==> src/rtl/cpu_pkg.sv <==
// Shared CPU front-end definitions: PC geometry, run-control states and
// the opcodes that drive the branch and jump resolvers.
package cpu_pkg;

    localparam int unsigned PC_W     = 10;
    localparam int unsigned RESET_PC = 0;

    localparam logic [5:0] OpBeq = 6'h04;
    localparam logic [5:0] OpJ   = 6'h02;

    typedef enum logic [1:0] {
        StBoot,
        StRun,
        StHalt
    } pc_state_e;

endpackage

==> src/rtl/next_pc_mux.sv <==
// Combinational next-PC selection for the RUN state: jump > branch > stall > sequential.
// Assumes PC_W <= 16 so the branch offset slice is always in range.
module next_pc_mux #(
    parameter int unsigned PC_W = 10
) (
    input  logic [PC_W-1:0] pc,
    input  logic            stall,
    input  logic            branch_taken,
    input  logic [15:0]     branch_offset,
    input  logic            jump,
    input  logic [25:0]     jump_target,
    output logic [PC_W-1:0] pc_plus1,
    output logic [PC_W-1:0] next_pc,
    output logic            advance
);
    import cpu_pkg::*;

    logic [PC_W-1:0] branch_pc;
    logic            redirect;
    logic            unused_bits;

    assign pc_plus1  = pc + PC_W'(1);
    // Truncating the offset keeps two's-complement wrap modulo 2^PC_W.
    assign branch_pc = pc_plus1 + branch_offset[PC_W-1:0];
    assign redirect  = jump | branch_taken;
    assign advance   = redirect | ~stall;

    // Upper offset and target bits are deliberately dropped.
    assign unused_bits = ^{branch_offset, jump_target};

    always_comb begin
        next_pc = pc;
        if (jump) begin
            next_pc = jump_target[PC_W-1:0];
        end else if (branch_taken) begin
            next_pc = branch_pc;
        end else if (!stall) begin
            next_pc = pc_plus1;
        end
    end

endmodule

==> src/rtl/pc_gen.sv <==
// Program-counter stage: run-control FSM (BOOT/RUN/HALT), PC register and a
// saturating count of accepted fetches.
module pc_gen #(
    parameter int unsigned PC_W     = 10,
    parameter int unsigned RESET_PC = 0,
    parameter int unsigned CNT_W    = 32
) (
    input  logic             clk,
    input  logic             rst,
    input  logic             stall,
    input  logic             branch_taken,
    input  logic [15:0]      branch_offset,
    input  logic             jump,
    input  logic [25:0]      jump_target,
    input  logic             halt_req,
    input  logic             resume,
    output logic [PC_W-1:0]  pc,
    output logic [PC_W-1:0]  pc_plus1,
    output logic             fetch_valid,
    output logic             halted,
    output logic [CNT_W-1:0] fetch_count
);
    import cpu_pkg::*;

    pc_state_e        state_q, state_d;
    logic [PC_W-1:0]  pc_q, pc_d;
    logic [CNT_W-1:0] cnt_q, cnt_d;
    logic [PC_W-1:0]  run_next_pc;
    logic             advance;

    next_pc_mux #(
        .PC_W(PC_W)
    ) u_next_pc_mux (
        .pc            (pc_q),
        .stall         (stall),
        .branch_taken  (branch_taken),
        .branch_offset (branch_offset),
        .jump          (jump),
        .jump_target   (jump_target),
        .pc_plus1      (pc_plus1),
        .next_pc       (run_next_pc),
        .advance       (advance)
    );

    always_comb begin
        state_d = state_q;
        pc_d    = pc_q;
        cnt_d   = cnt_q;
        unique case (state_q)
            StBoot: begin
                state_d = halt_req ? StHalt : StRun;
            end
            StRun: begin
                // Halt outranks any redirect and freezes the PC.
                if (halt_req) begin
                    state_d = StHalt;
                end else begin
                    pc_d = run_next_pc;
                    if (advance && (cnt_q != '1)) begin
                        cnt_d = cnt_q + CNT_W'(1);
                    end
                end
            end
            StHalt: begin
                if (resume && !halt_req) begin
                    state_d = StRun;
                end
            end
            default: begin
                state_d = StBoot;
            end
        endcase
    end

    always_ff @(posedge clk) begin
        if (rst) begin
            state_q <= StBoot;
            pc_q    <= PC_W'(RESET_PC);
            cnt_q   <= '0;
        end else begin
            state_q <= state_d;
            pc_q    <= pc_d;
            cnt_q   <= cnt_d;
        end
    end

    assign pc          = pc_q;
    assign fetch_valid = (state_q == StRun);
    assign halted      = (state_q == StHalt);
    assign fetch_count = cnt_q;

endmodule

==> config.mk <==
export PLATFORM = sky130hd
export DESIGN_NAME = pc_gen
export DESIGN_NICKNAME = d
export VERILOG_FILES = /design/src/rtl/cpu_pkg.sv /design/src/rtl/next_pc_mux.sv /design/src/rtl/pc_gen.sv
export SDC_FILE = /design/constraint.sdc
export NUM_CORES = 1
export LEC_CHECK = 0
export BUFFER_PORTS_ARGS = -buffer_cell sky130_fd_sc_hd__buf_4
export CELL_PAD_IN_SITES_DETAIL_PLACEMENT = 0
export CELL_PAD_IN_SITES_GLOBAL_PLACEMENT = 1
export CORE_UTILIZATION = 35
export DETAILED_ROUTE_END_ITERATION = 16
export GPL_ROUTABILITY_DRIVEN = 0
export GPL_TIMING_DRIVEN = 0
export PLACE_DENSITY = 0.81
export SETUP_SLACK_MARGIN = 0.1
export SLEW_MARGIN = 10
export SYNTH_ARGS = -nofsm -noshare
export SYNTH_HDL_FRONTEND = slang
export SYNTH_SLANG_ARGS = --single-unit
export TNS_END_PERCENT = 1
==> constraint.sdc <==
create_clock -name clk -period 3.1 [get_ports clk]
set_input_delay 0.155 -clock clk [delete_from_list [all_inputs] [get_ports clk]]
set_output_delay 0.155 -clock clk [all_outputs]
set_load 0.02 [all_outputs]
# ---- Word level (Yosys, flattened, before mapping)
# Cells that the tools add are included.
dict set report classes {
  n_reduce_logical 7
  bitwise 4
  n_mux 7
  n_eq_ne 6
  addsub 3
}
# cell count
set ops {}
lappend ops {{$add A32 B1 Y32 const B} 1}
lappend ops {{$ne A32 B32 Y1 const B} 1}
lappend ops {{$mux W10} 3}
lappend ops {{$add A10 B1 Y10 const B} 1}
lappend ops {{$add A10 B10 Y10} 1}
lappend ops {{$mux W2} 3}
lappend ops {{$pmux W2 S3} 1}
lappend ops {{$reduce_and A3 Y1} 2}
lappend ops {{$ne A3 B1 Y1 const B} 1}
lappend ops {{$eq A2 B1 Y1 const B} 1}
lappend ops {{$eq A2 B2 Y1 const B} 1}
lappend ops {{$logic_and A1 B1 Y1} 2}
lappend ops {{$logic_not A2 Y1} 1}
lappend ops {{$ne A2 B1 Y1 const B} 1}
lappend ops {{$ne A2 B2 Y1 const B} 1}
lappend ops {{$not A1 Y1} 2}
lappend ops {{$or A1 B1 Y1} 2}
lappend ops {{$reduce_and A2 Y1} 1}
lappend ops {{$logic_not A1 Y1} 1}
dict set report totals {
  elab_cells 30
  reg_bits 44
  inputBits 49
  out_inout_bits 54
}

# ---- Logic depth before layout (Yosys ltp)
dict set report depth {
  word_depth 4
  ltp_mapped 11
}

# ---- Modules after synthesis
# Synthesis repeated with hierarchy kept, for this count alone.
dict set report unflattened {
  hier_cells 363
  hier_area_um2 2980.4
}
# module seq_area_each_um2 area_per_inst_um2 n_inst cells_per_inst
set modules_own_cells {}
lappend modules_own_cells {pc_gen 880.8 2090.8 1 236}
lappend modules_own_cells {next_pc_mux 0.0 889.6 1 127}

# ---- Least setup slack after synthesis
# No wires, ideal clock.
dict set report synth_timing {
  path_kind {register -> register}
  startpoint {register pc_q[0], in the netlist pc[0]}
  endpoint {register pc_q[9], in the netlist pc[9]}
  required_ns 3.022
  arrival_time_ns 3.176
  setup_ns 0.078
  stages_incl_launch_ff 12
  slack_ns -0.154
  path_buffers 0
  cell_sequence {dfxtp_1 ha_1 nand2_1 or2_2 xnor2_1 ha_1 a21oi_1 o21ai_0 a41o_1 nor4b_1 a2111o_1 nor3_1}
}
dict set report synth_between {
  elab_chain_cells 4
  elab_cells_between_ends 5
  classes_between {2 x add/sub; 3 x mux}
}
# element line
set synth_rtl {}
lappend synth_rtl {{start, declared} pc_gen.sv:26} ;# logic [PC_W-1:0] pc_q, pc_d;
lappend synth_rtl {{start signal, assigned} pc_gen.sv:78} ;# pc_q <= PC_W'(RESET_PC);
lappend synth_rtl {{start signal, assigned} pc_gen.sv:82} ;# pc_q <= pc_d;
lappend synth_rtl {{$add A10 B1 Y10} next_pc_mux.sv:22} ;# assign pc_plus1 = pc + PC_W'(1);
lappend synth_rtl {{net pc_plus1[6]} pc_gen.sv:18} ;# output logic [PC_W-1:0] pc_plus1,
lappend synth_rtl {{$add A10 B10 Y10} next_pc_mux.sv:24} ;# assign branch_pc = pc_plus1 + branch_offset[PC_W-1:0];
lappend synth_rtl {{$mux W10} next_pc_mux.sv:35} ;# end else if (branch_taken) begin
lappend synth_rtl {{$mux W10} next_pc_mux.sv:33} ;# if (jump) begin
# The timed path passes the listed nets, and every way through them passes these cells. The select of a mux whose other input is x is not followed.
# A chain may end at the register's enable or synchronous reset.

# ---- Final worst setup path
dict set report layout_timing {
  startpoint {register pc_q[0], in the netlist pc[0]}
  endpoint {register pc_q[9], in the netlist pc[9]}
}
dict set report layout_between {
  elab_chain_cells 4
  elab_cells_between_ends 5
  classes_between {2 x add/sub; 3 x mux}
}
# element line
set layout_rtl {}
lappend layout_rtl {{$add A10 B1 Y10 (*)} next_pc_mux.sv:22}
lappend layout_rtl {{$add A10 B10 Y10 or $mux W10 (tied branches)} {next_pc_mux.sv:24, next_pc_mux.sv:37}}
lappend layout_rtl {{$mux W10 (*)} next_pc_mux.sv:35}
lappend layout_rtl {{$mux W10 (*)} next_pc_mux.sv:33}
# Every way passes the cells marked *; elsewhere a longest branch is shown, timed or not. The select of a mux whose other input is x is not followed.

==> flow_summary.toml <==
[status]
outcome = "finished clean"

[sta]
min_period_ns = 2.81
hold_violations = 0
slew_headroom = 0.527
worst_pin_slew_ns = 0.703
finalWorstSetupSlack_ns = 0.289
fin_worst_skew_ns = 0.00958
setup_violations = 0
rsz0062_at_grt = "no"
period_share = 0.907
finalMaxSlewViolations = 0
fmax_mhz = 356
tns_ns = 0

[global_routing]
grt_max_degree = 15
grt_util_all_layers = 0.184
overflow = 0
grt_pass1_vias = 2452
antenna_found_initial = 0
grt_pass1_wl_um = 12300

[finish]
final_nets = 484
drive_gt1_frac = 0.278
final_util = 0.493
postLayoutCellArea_um2 = 3650
num_antenna_cells = 0
areaGrowthSynthToFinish_pct = 32.8

[placed_design]
dp_hpwl_um = 5670
pre_cts_ws_ns = 0.102
placed_area_um2 = 3490
io_buffers = 79

[route]
via_per_inst = 5.15
num_vias = 2691
met2_length_um = 3260
drt_iter0_markers = 129
wl_per_cell_um = 14.5
dr_wl_met3_um = 301
ant_nets = 0
wl_met1_um = 3940
drt_pass1_iterations = 4
wirelength_um = 7600
top_layer = "met4"
drc = 0

[logic_synthesis]
netlist-cell-type-count = 54
synth-edff-count = 0
ys_seq_elements = 44
syn_area_per_cell_um2 = 8.19
yosys.area.top_type = "dfxtp_1"
synth.area.top_cells = "dfxtp_1 32%, xor2_1 8.3%, nor2_1 6.3%"
synth_top_cell_area_share = 0.320
async_reset_ff_frac = 0
ys_seq_area_frac = 0.320
synth_common_cells = "46 x nor2_1, 44 x dfxtp_1, 26 x xor2_1"
synth_fp_nets = 397
syn_inst = 336
yosysMostFrequentCell = "nor2_1"
yosysWarnings = 0
synthFlopType = "dfxtp_1"
synth_area_um2 = 2750

[clock_tree]
holdBufCountCts = 0
cts-buffers-inserted = 5
tritoncts = "done"
clock-root-buffer = "clkbuf_8"
cts_buffer_depth = 2
clk_latency_ns = 0.31
htree_levels = 2
clkSlewWorstSetupHoldPaths_ns = 0.09
clock-sinks = 44

[floorplanning]
io_pins = 103
start_util = 0.372
dieHeight_um = 90.7
die_w_um = 90.7
coreArea_um2 = 7410
die-area_um2 = 8220
rows = 31

[critical_path]
cp.required_ns = 3.33
startpoint_type = "flip-flop"
critPathArrivalTime_ns = 3.05
cp-end-kind = "flip-flop"
crit_fanout = 8
criticalPathCategory = "flip-flop to flip-flop"

[power]
p_leak_nw = 1.50
ir_worst_vdd_uv = 230
cellPowerDensity_nw_per_um2 = 334
totalPowerFinal_w = 0.00122

[worst_hold_path]
hold_path.class = "input pin to flip-flop"

[flow_run]
drv_cap = 0
## path summary, 6_finish.rpt
path	slack, ns	depth (start not counted)	startpoint	endpoint
hold reg to reg	0.52	1	state_q[0]	state_q[1]
setup reg to reg	0.29	9	pc[0]	pc[9]
setup / recovery	0.29	9	pc[0]	pc[9]
hold / removal	0.01	2	halt_req	state_q[0]
## flip-flops by register name, summed over array words and instances (netlist names)
name         cells
fetch_count     32
pc              10
state_q          2
## where the power goes
group          total, W  switching, W  internal, W
registers      0.000582     0.0000111     0.000571
logic          0.000187     0.0000997    0.0000872
clock network  0.000452      0.000213     0.000239
total           0.00122      0.000324     0.000897
## cell usage in the layout (no fill, tap or decap), types with 12 or more instances in the layout
cell,n
a21oi_1,13
buf_4,80
dfxtp_1,39
inv_1,13
nand2_1,24
nand3_1,22
nand4_1,13
nor2_1,45
nor3_1,12
o21ai_0,14
xnor2_1,14
xor2_1,25
## layout make-up
cell class | instances | area [µm²]
buffer | 11 | 68.8
clock buffer | 5 | 68.8
clock inverter | 3 | 42.5
fill | 741 | 3750
inverter | 13 | 48.8
multi-input combinational | 268 | 1810
sequential | 44 | 892
tap | 99 | 124
timing repair buffer | 80 | 601
## routing by layer
| layer | GRT usage | up-vias |
|---|---|---|
| met4 | 0.0524 | 0 |
| li1 | - | 1376 |
| met3 | 0.0303 | 8 |
| met2 | 0.284 | 52 |
| met1 | 0.262 | 1255 |
| met5 | 0 | - |
## timing repair
item	4_1_cts	5_1_grt
setup buffers	0	1
pin swaps	0	0
gates resized for setup	1	11
endpoints found under the setup margin	1	1
## critical path, stage by stage, from the launching register on
cell and delay (ns):
dfxtp_4 0.41, ha_2 0.22, xor2_1 0.25, ha_1 0.33
o21ai_0 0.32, o211ai_1 0.16, a41o_1 0.32, nor4b_1 0.16
a2111o_1 0.39, nor3_1 0.17
## stage by stage
step	hold WS, ns	cells
after global routing	0.0200	523
after global placement	0.337	514
after floorplan	0.231	336
final	0.0106	523
after detailed placement	0.341	514
after CTS	0.0153	522
## kinds of logic after synthesis
family                   after synthesis  synth area share
AND/OR/NAND/NOR                      159             0.312
AO/OA/AOI/OAI                         51             0.119
flip-flops                            44             0.320
XOR/XNOR                              41             0.130
buffers and inverters                 24            0.0427
adder cells (fa/ha/maj)               12            0.0573
multiplexers                           5            0.0186
Note: power is estimated with default switching activity, not from simulation.
